<file path="src/rtl/bus_trace_monitor.sv">
// rtl/bus_trace_monitor.sv - bus observer: halt/timeout detection and I/O-window trace FIFO

module bus_trace_fifo #(
  parameter int unsigned WIDTH = 65,
  parameter int unsigned DEPTH = 8
) (
  input  logic                     clk,
  input  logic                     resetn,
  input  logic                     push_i,
  input  logic [WIDTH-1:0]         push_data_i,
  input  logic                     pop_i,
  output logic                     valid_o,
  output logic [WIDTH-1:0]         head_o,
  output logic [$clog2(DEPTH):0]   level_o,
  output logic                     drop_o
);

  localparam int unsigned PW = $clog2(DEPTH);
  localparam int unsigned LW = PW + 1;

  logic [WIDTH-1:0] mem_q [DEPTH];
  logic [PW-1:0]    wr_ptr_q, rd_ptr_q;
  logic [LW-1:0]    level_q, level_d;
  logic             full, empty, push_ok, pop_ok;

  assign full    = (level_q == LW'(DEPTH));
  assign empty   = (level_q == '0);
  assign pop_ok  = pop_i && !empty;
  // A full FIFO still accepts a push when a pop frees the head slot in the same cycle.
  assign push_ok = push_i && (!full || pop_ok);
  assign drop_o  = push_i && !push_ok;

  always_comb begin
    level_d = level_q;
    unique case ({push_ok, pop_ok})
      2'b10:   level_d = level_q + 1'b1;
      2'b01:   level_d = level_q - 1'b1;
      default: level_d = level_q;
    endcase
  end

  always_ff @(posedge clk) begin
    if (!resetn) begin
      wr_ptr_q <= '0;
      rd_ptr_q <= '0;
      level_q  <= '0;
    end else begin
      if (push_ok) wr_ptr_q <= wr_ptr_q + 1'b1;
      if (pop_ok)  rd_ptr_q <= rd_ptr_q + 1'b1;
      level_q <= level_d;
    end
  end

  always_ff @(posedge clk) begin
    if (push_ok) mem_q[wr_ptr_q] <= push_data_i;
  end

  assign valid_o = !empty;
  assign head_o  = mem_q[rd_ptr_q];
  assign level_o = level_q;

endmodule

module bus_trace_monitor #(
  parameter int unsigned            ADDR_WIDTH = 32,
  parameter int unsigned            DATA_WIDTH = 32,
  parameter logic [ADDR_WIDTH-1:0]  HALT_ADDR  = 'hFFC,
  parameter logic [ADDR_WIDTH-1:0]  IO_MASK    = 'h800,
  parameter logic [ADDR_WIDTH-1:0]  IO_MATCH   = 'h800,
  parameter int unsigned            DEPTH      = 8,
  parameter int unsigned            TIMEOUT    = 2000
) (
  input  logic                      clk,
  input  logic                      resetn,
  input  logic [ADDR_WIDTH-1:0]     address,
  input  logic [DATA_WIDTH-1:0]     data_wr,
  input  logic [DATA_WIDTH-1:0]     data_rd,
  input  logic                      we,
  input  logic                      trace_pop,
  output logic                      trace_valid,
  output logic [ADDR_WIDTH-1:0]     trace_addr,
  output logic [DATA_WIDTH-1:0]     trace_data,
  output logic                      trace_we,
  output logic [$clog2(DEPTH):0]    trace_level,
  output logic                      overflow,
  output logic [15:0]               dropped,
  output logic                      halted,
  output logic                      timed_out,
  output logic [31:0]               cycle_count
);

  localparam int unsigned EW = ADDR_WIDTH + DATA_WIDTH + 1;
  localparam logic [31:0] TO_LAST = (TIMEOUT == 0) ? 32'd0 : 32'(TIMEOUT - 1);

  typedef enum logic [1:0] {ST_RUN, ST_HALTED, ST_TIMEOUT} state_t;

  state_t      state_q, state_d;
  logic [31:0] cycle_count_q, cycle_count_d;
  logic        overflow_q, overflow_d;
  logic [15:0] dropped_q, dropped_d;

  logic          in_run, is_halt, is_io, timeout_hit, capture, drop;
  logic [EW-1:0] entry, head;

  assign in_run      = (state_q == ST_RUN);
  assign is_halt     = (address == HALT_ADDR);
  assign is_io       = ((address & IO_MASK) == IO_MATCH);
  assign timeout_hit = (TIMEOUT != 0) && (cycle_count_q == TO_LAST);
  // The halt access itself is never traced, even when it falls in the I/O window.
  assign capture     = resetn && in_run && !is_halt && is_io;
  assign entry       = {address, (we ? data_wr : data_rd), we};

  bus_trace_fifo #(
    .WIDTH (EW),
    .DEPTH (DEPTH)
  ) u_fifo (
    .clk         (clk),
    .resetn      (resetn),
    .push_i      (capture),
    .push_data_i (entry),
    .pop_i       (trace_pop),
    .valid_o     (trace_valid),
    .head_o      (head),
    .level_o     (trace_level),
    .drop_o      (drop)
  );

  always_comb begin
    state_d = state_q;
    unique case (state_q)
      ST_RUN: begin
        if (is_halt)          state_d = ST_HALTED;
        else if (timeout_hit) state_d = ST_TIMEOUT;
      end
      ST_HALTED:  state_d = ST_HALTED;
      ST_TIMEOUT: state_d = ST_TIMEOUT;
      default:    state_d = ST_RUN;
    endcase
  end

  always_comb begin
    cycle_count_d = cycle_count_q;
    overflow_d    = overflow_q;
    dropped_d     = dropped_q;
    if (in_run && (cycle_count_q != 32'hFFFF_FFFF)) cycle_count_d = cycle_count_q + 32'd1;
    if (drop) begin
      overflow_d = 1'b1;
      if (dropped_q != 16'hFFFF) dropped_d = dropped_q + 16'd1;
    end
  end

  always_ff @(posedge clk) begin
    if (!resetn) begin
      state_q       <= ST_RUN;
      cycle_count_q <= '0;
      overflow_q    <= 1'b0;
      dropped_q     <= '0;
    end else begin
      state_q       <= state_d;
      cycle_count_q <= cycle_count_d;
      overflow_q    <= overflow_d;
      dropped_q     <= dropped_d;
    end
  end

  assign trace_addr  = head[EW-1 -: ADDR_WIDTH];
  assign trace_data  = head[DATA_WIDTH:1];
  assign trace_we    = head[0];
  assign overflow    = overflow_q;
  assign dropped     = dropped_q;
  assign halted      = (state_q == ST_HALTED);
  assign timed_out   = (state_q == ST_TIMEOUT);
  assign cycle_count = cycle_count_q;

endmodule

</file>
<file path="config.mk">
export PLATFORM = sky130hd
export DESIGN_NAME = bus_trace_monitor
export DESIGN_NICKNAME = d
export VERILOG_FILES = /design/src/rtl/bus_trace_monitor.sv
export SDC_FILE = /design/constraint.sdc
export NUM_CORES = 1
export LEC_CHECK = 0
export ABC_AREA = 1
export BUFFER_PORTS_ARGS = -buffer_cell sky130_fd_sc_hd__buf_2
export CAP_MARGIN = 10
export CELL_PAD_IN_SITES_DETAIL_PLACEMENT = 1
export CELL_PAD_IN_SITES_GLOBAL_PLACEMENT = 1
export CORE_AREA = 5 5 236 215
export CTS_CLUSTER_DIAMETER = 150
export DETAILED_ROUTE_END_ITERATION = 16
export DIE_AREA = 0 0 241 220
export PLACE_DENSITY = 0.87
export SLEW_MARGIN = 20
export SYNTH_ARGS = -nofsm -noshare
export SYNTH_HDL_FRONTEND = slang
export SYNTH_SLANG_ARGS = --single-unit
</file>
<file path="constraint.sdc">
create_clock -name clk -period 9.9 [get_ports clk]
set_clock_uncertainty 0.2 [all_clocks]
set_input_delay 0.99 -clock clk [delete_from_list [all_inputs] [get_ports clk]]
set_output_delay 0.99 -clock clk [all_outputs]
set_load 0.05 [all_outputs]
</file>
==> results of run 1 <==
## per-layer routing
layer | vias up | track usage [%] | wire, um
li1 | 7860 | - | -
met1 | 8808 | 32.8 | 27800
met2 | 509 | 44.9 | 35500
met3 | 131 | 4.84 | 4010
met4 | 2 | 7.50 | 1730
met5 | - | 0 | 11
## report_power, final
part / total, W / switching, W / internal [W]
logic: 0.00243 / 0.00187 / 0.000562
clock network: 0.00234 / 0.000962 / 0.00138
registers: 0.00286 / 0.000108 / 0.00275
## through the flow
stage          power [W]  cells  setup WS [ns]  area [um^2]  hold slack, ns
2_1_floorplan    0.00464   2117           4.61        24200           0.226
3_5_place_dp     0.00531   2867           4.78        25800           0.254
6_report         0.00763   2982           4.15        27900           0.265
5_1_grt          0.00797   2982           3.84        27900           0.289
4_1_cts          0.00766   2977           4.08        27800           0.270
3_3_place_gp     0.00519   2867           4.92        25800           0.241
## cell usage in the layout, fill, tap and decap left out, types with 11 or more instances in the layout
master / count
sky130_fd_sc_hd__dfxtp_1: 62
sky130_fd_sc_hd__clkbuf_1: 11
sky130_fd_sc_hd__mux2_2: 32
sky130_fd_sc_hd__nor3_1: 25
sky130_fd_sc_hd__edfxtp_1: 520
sky130_fd_sc_hd__o21ai_0: 271
sky130_fd_sc_hd__clkbuf_16: 58
sky130_fd_sc_hd__xor2_1: 21
sky130_fd_sc_hd__nor2_1: 533
sky130_fd_sc_hd__o22ai_1: 65
sky130_fd_sc_hd__nand2_1: 179
sky130_fd_sc_hd__a31oi_1: 66
sky130_fd_sc_hd__inv_1: 72
sky130_fd_sc_hd__buf_4: 14
sky130_fd_sc_hd__buf_2: 220
sky130_fd_sc_hd__nand3_1: 40
sky130_fd_sc_hd__a21oi_1: 41
## cell type report
| class | instances | area [um^2] |
|---|---|---|
| Clock inverter | 37 | 483 |
| Inverter | 79 | 309 |
| Antenna cell | 3 | 7.51 |
| Clock buffer | 73 | 1550 |
| Multi-Input combinational cell | 1337 | 6540 |
| Sequential cell | 584 | 16900 |
| Fill cell | 5078 | 20500 |
| Tap cell | 632 | 791 |
| Timing Repair Buffer | 237 | 1270 |
## flip-flops by register name, summed over array words and instances (netlist names), named ones only
signal,flops
overflow,1
u_fifo.rd_ptr_q,3
u_fifo.wr_ptr_q,3
u_fifo.mem_q,520
state_q,2
cycle_count,32
dropped,16
u_fifo.level_o,4
## path summary, 6_finish.rpt
path                                    to                    start  slack (ns)  cells past startpoint
max reg2reg  u_fifo.mem_q[2][36]$_DFFE_PP_  state_q[0]$_SDFFE_PN0P_        6.09                      8
min reg2reg          overflow$_SDFFE_PN0P_    overflow$_SDFFE_PN0P_        0.27                      1
min                  overflow$_SDFFE_PN0P_    overflow$_SDFFE_PN0P_        0.27                      1
max                         trace_data[19]                 register        4.15                      8
## kinds of logic after synthesis
family	Yosys count	share of synthesized area [%]
buffers and inverters	196	3.46
DFF	584	69.8
AOI/OAI and AO/OA	453	10.2
adders and majority gates	7	0.393
xor gates and xnor gates	31	1.12
and+or+nand+nor	814	13.6
muxes	32	1.49
==> results by group, run 1 <==
Outcome
  • Result of the run: completed

Routing
  • Starting DRT DRC Count: about 1,400
  • DR DRC count: 0
  • Vias: approximately 17,000
  • Per-cell routed wire length: roughly 23 um
  • Mean number of vias per cell: ~5.8
  • TritonRoute pass-1 iters: 5
  • Routed wire length: between 60,000 and 70,000 um
  • Residual antenna-violating net count after detailed routing: 0

Worst setup path
  • Crit-path slowest cell: sky130_fd_sc_hd__buf_4
  • Worst setup path class: reg -> out
  • Crit-path most repeated cell: sky130_fd_sc_hd__buf_4
  • Category of cells accounting for the largest share of critical-path delay: buffers and inverters
  • WP data required: slightly below 9 ns
  • Largest fanout on the critical path: 97
  • Sort of element at the start of the critical path: register
  • Arrival time at the worst endpoint: roughly 4.6 ns
  • Maximum single-stage delay on the critical path: roughly 0.84 ns
  • Critical-path cell list: inv_6, buf_4, buf_4, o21ai_0, o22ai_1, nor2_1, a31oi_1, buf_2
  • Critical path buffer and inverter count: 4
  • Endpoint class of the critical path: output port

Job
  • Max-capacitance violation count: 0

Die
  • Die W: 241 um
  • Number of top-level pins: between 200 and 250
  • FP Rows: 77
  • Starting density of the core: 50.1%
  • Area of the core: around 48,000 um^2
  • Die H: roughly 220 um
  • Total Die Area: roughly 53,000 um^2

Worst hold path
  • Path category of the worst min-delay check: reg -> reg

Cells and area
  • Net count, final: between 2,000 and 2,500
  • Area growth from synthesis to final layout: 15.0%
  • Final cell utilization of the core: between 50% and 60%
  • Share of final-layout standard cells stronger than drive strength 1: roughly 17%

Logic synthesis
  • Netlist area before placement: roughly 24,000 um^2
  • Most used flip-flop cell after synthesis: sky130_fd_sc_hd__edfxtp_1
  • Post-synth top area share: between 60% and 70%
  • Post-synth EDFFs: between 500 and 600
  • Count leader, synth: sky130_fd_sc_hd__nor2_1
  • Number of unique standard cell types used by synthesis: 43
  • Cell taking the most area after synthesis: sky130_fd_sc_hd__edfxtp_1
  • YS warnings: 0
  • Net count of the mapped netlist: roughly 2,200
  • Sequential element share of the synthesized area: about 70%
  • Synthesized instance count: roughly 2,100
  • Avg Synthesized Cell Area: roughly 11 um^2
  • Yosys reg bits: slightly below 600
  • Fraction of registers with async set/reset: 0%
  • Leading post-synthesis cells by instance count: 541 x sky130_fd_sc_hd__nor2_1, 520 x sky130_fd_sc_hd__edfxtp_1, 271 x sky130_fd_sc_hd__o21ai_0
  • Main area contributors after synthesis: sky130_fd_sc_hd__edfxtp_1 64%, sky130_fd_sc_hd__nor2_1 8.4%, sky130_fd_sc_hd__o21ai_0 5.6%, sky130_fd_sc_hd__dfxtp_1 5.3%, sky130_fd_sc_hd__nand2_1 2.8%

CTS
  • Clock transition time at the flip-flop clock pins of the worst setup and hold paths: 0.06 ns
  • CTS H-Tree Depth: 2
  • Clock tree from TritonCTS: done
  • Post-CTS setup buffers: 0
  • Max clock buf depth: 3
  • CTS buffer count: 58
  • Post-CTS resize count: 0
  • Total number of clock tree sinks: between 500 and 600
  • Insertion delay of the later-clocked pin in the worst-skew pair: 0.62 ns
  • Buffer cell driving the clock tree root: sky130_fd_sc_hd__clkbuf_16
  • CTS hold repair buffers: 0

Global route
  • Via count of the first global-routing pass: ~19,000
  • Global-route total usage across every layer: about a quarter
  • Wire length of the first global-routing pass: 106,000 um
  • Initial antenna violation count: 4
  • Total congestion overflow after global routing: 0
  • Largest net degree at the start of global routing: 108

STA
  • Normalized max-slew margin: approximately a quarter
  • Fin crit share: between 50% and 60%
  • Pin slew with the least headroom to its limit: 1.14 ns
  • Clock period minus worst slack: roughly 5.8 ns
  • Post-Route Setup TNS: 0 ns
  • Number of max-slew violations in the final report: 0
  • Upper clock frequency limit: 0.174 GHz
  • Setup repair after global routing missed its margin: no
  • Final-report hold violation count: 0
  • Count of final setup violators: 0

Power
  • Static power due to leakage: 9.71 nW
  • VDD IR max: approximately 140 uV
  • Pwr Density: about 270 nW/um^2

Placed design
  • Final Wtd Congestion: 0.848
  • Post-DP HPWL: 40,100 um
  • IO buf count: 220
Note: power is estimated with default switching activity, not from simulation.
==> run 2, diff against run 1 <==
--- a/config.mk
+++ b/config.mk
@@ -5,16 +5,16 @@
 export SDC_FILE = /design/constraint.sdc
 export NUM_CORES = 1
 export LEC_CHECK = 0
-export ABC_AREA = 1
+export ABC_AREA = 0
 export BUFFER_PORTS_ARGS = -buffer_cell sky130_fd_sc_hd__buf_2
 export CAP_MARGIN = 10
 export CELL_PAD_IN_SITES_DETAIL_PLACEMENT = 1
 export CELL_PAD_IN_SITES_GLOBAL_PLACEMENT = 1
-export CORE_AREA = 5 5 236 215
+export CORE_AREA = 5 5 230 210
 export CTS_CLUSTER_DIAMETER = 150
 export DETAILED_ROUTE_END_ITERATION = 16
-export DIE_AREA = 0 0 241 220
-export PLACE_DENSITY = 0.87
+export DIE_AREA = 0 0 235 215
+export PLACE_DENSITY = 0.82
 export SLEW_MARGIN = 20
 export SYNTH_ARGS = -nofsm -noshare
 export SYNTH_HDL_FRONTEND = slang
==> constraint.sdc (replaced) <==
create_clock -name clk -period 5.4 [get_ports clk]
set_clock_uncertainty 0.2 [all_clocks]
set_input_delay 0.54 -clock clk [delete_from_list [all_inputs] [get_ports clk]]
set_output_delay 0.54 -clock clk [all_outputs]
set_load 0.05 [all_outputs]
==> run 2 against run 1 <==
  * Combinational power grew 7%
  * Power up 51%
  * Sequential cell count unchanged
  * First-iteration DRC count down 31%
  * Via count down 30%
  * Largest cell class unchanged
  * Largest power group unchanged
==> results by group, run 2 <==
Outcome
  • Result of the run: completed

CTS
  • Max clock buf depth: 3
  • Buffer cell driving the clock tree root: sky130_fd_sc_hd__clkbuf_16
  • Clock transition time at the flip-flop clock pins of the worst setup and hold paths: around 0.060 ns
  • Post-CTS resize count: 0
  • CTS H-Tree Depth: 2
  • Clock tree from TritonCTS: done
  • Total number of clock tree sinks: about 600
  • CTS buffer count: 57
  • Insertion delay of the later-clocked pin in the worst-skew pair: approximately 0.62 ns

Power
  • Share of power burned in combinational logic: about 23%
  • VDD IR max: roughly 240 uV
  • Net switching power: between 0.003 and 0.004 W
  • Clock Power Share: 32.9%
  • Internal power contribution: roughly 0.008 W
  • Fraction of power spent switching nets: around 30%
  • Pwr Density: 428 nW/um^2
  • Static power due to leakage: around 9 nW
  • Relative contribution of sequential cells to total power: between 40 and 50%

Cells and area
  • Top library cells by usage in the layout, fill and taps aside: 520 x sky130_fd_sc_hd__edfxtp_1, 220 x sky130_fd_sc_hd__buf_2, 130 x sky130_fd_sc_hd__mux4_2
  • Largest register FFs: 520
  • Net count, final: 1,535
  • Area growth from synthesis to final layout: 17.1%
  • Register with the most flip-flops: u_fifo.mem_q
  • Share of final-layout standard cells stronger than drive strength 1: roughly two fifths
  • Most common library cell in the layout ignoring fill and taps: sky130_fd_sc_hd__edfxtp_1
  • Filler cell count: about 4,100
  • Final cell utilization of the core: roughly three fifths
  • Post-Layout Inst Area: approximately 27,000 um^2

Worst setup path
  • Crit-path slowest cell: sky130_fd_sc_hd__nor4_2
  • End of the worst register-to-register path: u_fifo.mem_q[7][16]$_DFFE_PP_
  • Beginning of the critical path: address[13]
  • Maximum single-stage delay on the critical path: just over 0.7 ns
  • Logic depth of the worst register-to-register path: 7
  • Count of cell instances traversed by the critical path: 9
  • WP data required: ~5.4 ns
  • Worst setup path class: in -> reg
  • Largest fanout on the critical path: 65
  • Arrival time at the worst endpoint: roughly 4 ns
  • Critical path capture point: u_fifo.mem_q[5][7]$_DFFE_PP_
  • Critical-path cell list: dlygate4sd3_1, buf_2, or4b_1, nor4_2, a21oi_2, and2_1, nand2_1, nor3b_2, buf_4
  • Critical path buffer and inverter count: 3
  • Category of cells accounting for the largest share of critical-path delay: simple AND/OR/NAND/NOR gates
  • Setup slack of the most critical reg-to-reg path: ~1.9 ns
  • Endpoint class of the critical path: register
  • Sort of element at the start of the critical path: input pin
  • Reg-to-reg startpoint: state_q[1]$_SDFFE_PN0P_

STA
  • Upper clock frequency limit: ~0.26 GHz
  • Clock period minus worst slack: between 3 and 4 ns
  • Count of final setup violators: 0
  • Setup repair after global routing missed its margin: no
  • Fin crit share: just over 70%
  • Normalized max-slew margin: 26.5%
  • Number of max-slew violations in the final report: 0
  • Final-report hold violation count: 0
  • PnR worst setup slack: 1.48 ns
  • Pin slew with the least headroom to its limit: around 1.1 ns

Routing
  • Mean number of vias per cell: 5.77
  • Residual antenna-violating net count after detailed routing: 0
  • DR DRC count: 0
  • TritonRoute pass-1 iters: 5
  • Vias: between 10,000 and 15,000
  • Per-cell routed wire length: 25.5 um
  • Routed wire length: between 50,000 and 60,000 um
  • Starting DRT DRC Count: ~960

Die
  • Number of top-level pins: roughly 220
  • Die H: between 200 and 250 um
  • Starting density of the core: about half
  • Area of the core: roughly 46,000 um^2
  • FP Rows: 75
  • Die W: between 200 and 250 um
  • Total Die Area: roughly 51,000 um^2

Logic synthesis
  • YS warnings: 0
  • Netlist area before placement: 23,000 um^2
  • Number of unique standard cell types used by synthesis: 57
  • Count leader, synth: sky130_fd_sc_hd__edfxtp_1
  • Synthesized instance count: approximately 1,200
  • Post-synth top area share: 67.8%
  • Cell taking the most area after synthesis: sky130_fd_sc_hd__edfxtp_1
  • Yosys reg bits: 584
  • Sequential element share of the synthesized area: approximately three quarters
  • Post-synth EDFFs: 520
  • Avg Synthesized Cell Area: between 15 and 20 um^2
  • Most used flip-flop cell after synthesis: sky130_fd_sc_hd__edfxtp_1
  • Leading post-synthesis cells by instance count: 520 x sky130_fd_sc_hd__edfxtp_1, 130 x sky130_fd_sc_hd__mux4_2, 97 x sky130_fd_sc_hd__mux2_2
  • Net count of the mapped netlist: ~1,300
  • Main area contributors after synthesis: sky130_fd_sc_hd__edfxtp_1 68%, sky130_fd_sc_hd__mux4_2 13%, sky130_fd_sc_hd__dfxtp_1 5.6%, sky130_fd_sc_hd__mux2_2 4.7%, sky130_fd_sc_hd__xnor2_1 0.84%
  • Fraction of registers with async set/reset: 0%

Global route
  • Total congestion overflow after global routing: 0
  • Initial antenna violation count: 2
  • Via count of the first global-routing pass: ~13,000
  • Wire length of the first global-routing pass: ~83,000 um
  • Largest net degree at the start of global routing: 74
  • Global-route total usage across every layer: between 20% and 30%

Job
  • Max-capacitance violation count: 0

Placed design
  • Placed standard-cell area: about 25,000 um^2
  • Post-DP HPWL: ~32,000 um
  • IO buf count: 220
  • Final Wtd Congestion: between 0.7 and 0.8
  • Worst Setup Slack post-DPL: about 1.5 ns

Worst hold path
  • Worst min-delay path startpoint: address[20]
  • Path category of the worst min-delay check: in -> reg
==> run 2: cell count changes after synthesis, moves of 13 or more <==
cell and delta:
sky130_fd_sc_hd__nor2_1 -493, sky130_fd_sc_hd__o21ai_0 -263, sky130_fd_sc_hd__nand2_1 -152, sky130_fd_sc_hd__mux4_2 +130, sky130_fd_sc_hd__a31oi_1 -66, sky130_fd_sc_hd__mux2_2 +65, sky130_fd_sc_hd__o22ai_1 -65, sky130_fd_sc_hd__inv_1 -61
sky130_fd_sc_hd__clkbuf_1 -37, sky130_fd_sc_hd__a21oi_1 -27, sky130_fd_sc_hd__buf_2 -18, sky130_fd_sc_hd__nand3_1 -15, sky130_fd_sc_hd__nor4_1 +14, sky130_fd_sc_hd__nor3_1 -13
==> run 2: kinds of logic after synthesis <==
group | synth area share, %
simple gates | 4.73
compound gates | 1.11
fa+ha+maj | 0.413
buf+inv | 1.15
mux | 17.7
xor+xnor | 1.48
flops | 73.4
==> run 2: per-layer routing <==
layer  track usage (%)  up-vias  part of all wire, %
met1              28.3     6345                   41
met2              36.0      367                   51
li1                  -     5276                    -
met5                 0        -                0.024
met3              5.02       71                  6.0
met4              5.00        2                  2.0
==> run 2: power by group through the flow <==
| stage | Combinational (W) | Sequential [W] | Clock, W |
|---|---|---|---|
| global placement | 0.00255 | 0.00525 | 0 |
| CTS | 0.00261 | 0.00517 | 0.00388 |
| global route | 0.00275 | 0.00515 | 0.00412 |
| floorplan | 0.00201 | 0.00522 | 0 |
| detailed placement | 0.00258 | 0.00526 | 0 |
| finish | 0.00260 | 0.00514 | 0.00380 |
==> run 2: worst min path at each step <==
stage | endpoint | cells past startpoint
finish | u_fifo.mem_q[5][53]$_DFFE_PP_ | 1
global route | u_fifo.mem_q[4][54]$_DFFE_PP_ | 1
CTS | u_fifo.mem_q[4][55]$_DFFE_PP_ | 1
detailed placement | overflow$_SDFFE_PN0P_ | 2
global placement | overflow$_SDFFE_PN0P_ | 2
floorplan | state_q[1]$_SDFFE_PN0P_ | 1
==> run 2: area by class of cell <==
class / instances / area [um^2] / area share, %
repair buffers: 258 / 1510 / 5.59
well taps: 616 / 771 / 2.86
inverters: 13 / 48.8 / 0.181
multi-input cells: 514 / 5920 / 22.0
clock inverters: 29 / 251 / 0.933
diodes: 1 / 2.50 / 0.00928
clock buffers: 76 / 1550 / 5.75
flip-flops and latches: 584 / 16900 / 62.7
==> run 2: what timing repair did <==
item / in CTS / in global routing
hold buffers: 18 / 0
hold endpoints to repair: 131 / 0
setup buffers: 0 / 0
==> run 2: stage by stage <==
step / hold slack, ns / TNS (ns) / std cells / power (W)
CTS: 0.000143 / 0 / 2089 / 0.0117
global placement: 0.236 / 0 / 1965 / 0.00779
global route: 0.00698 / 0 / 2091 / 0.0120
floorplan: 0.279 / -449.11 / 1164 / 0.00723
detailed placement: 0.253 / 0 / 1966 / 0.00784
finish: 0.0299 / 0 / 2091 / 0.0115
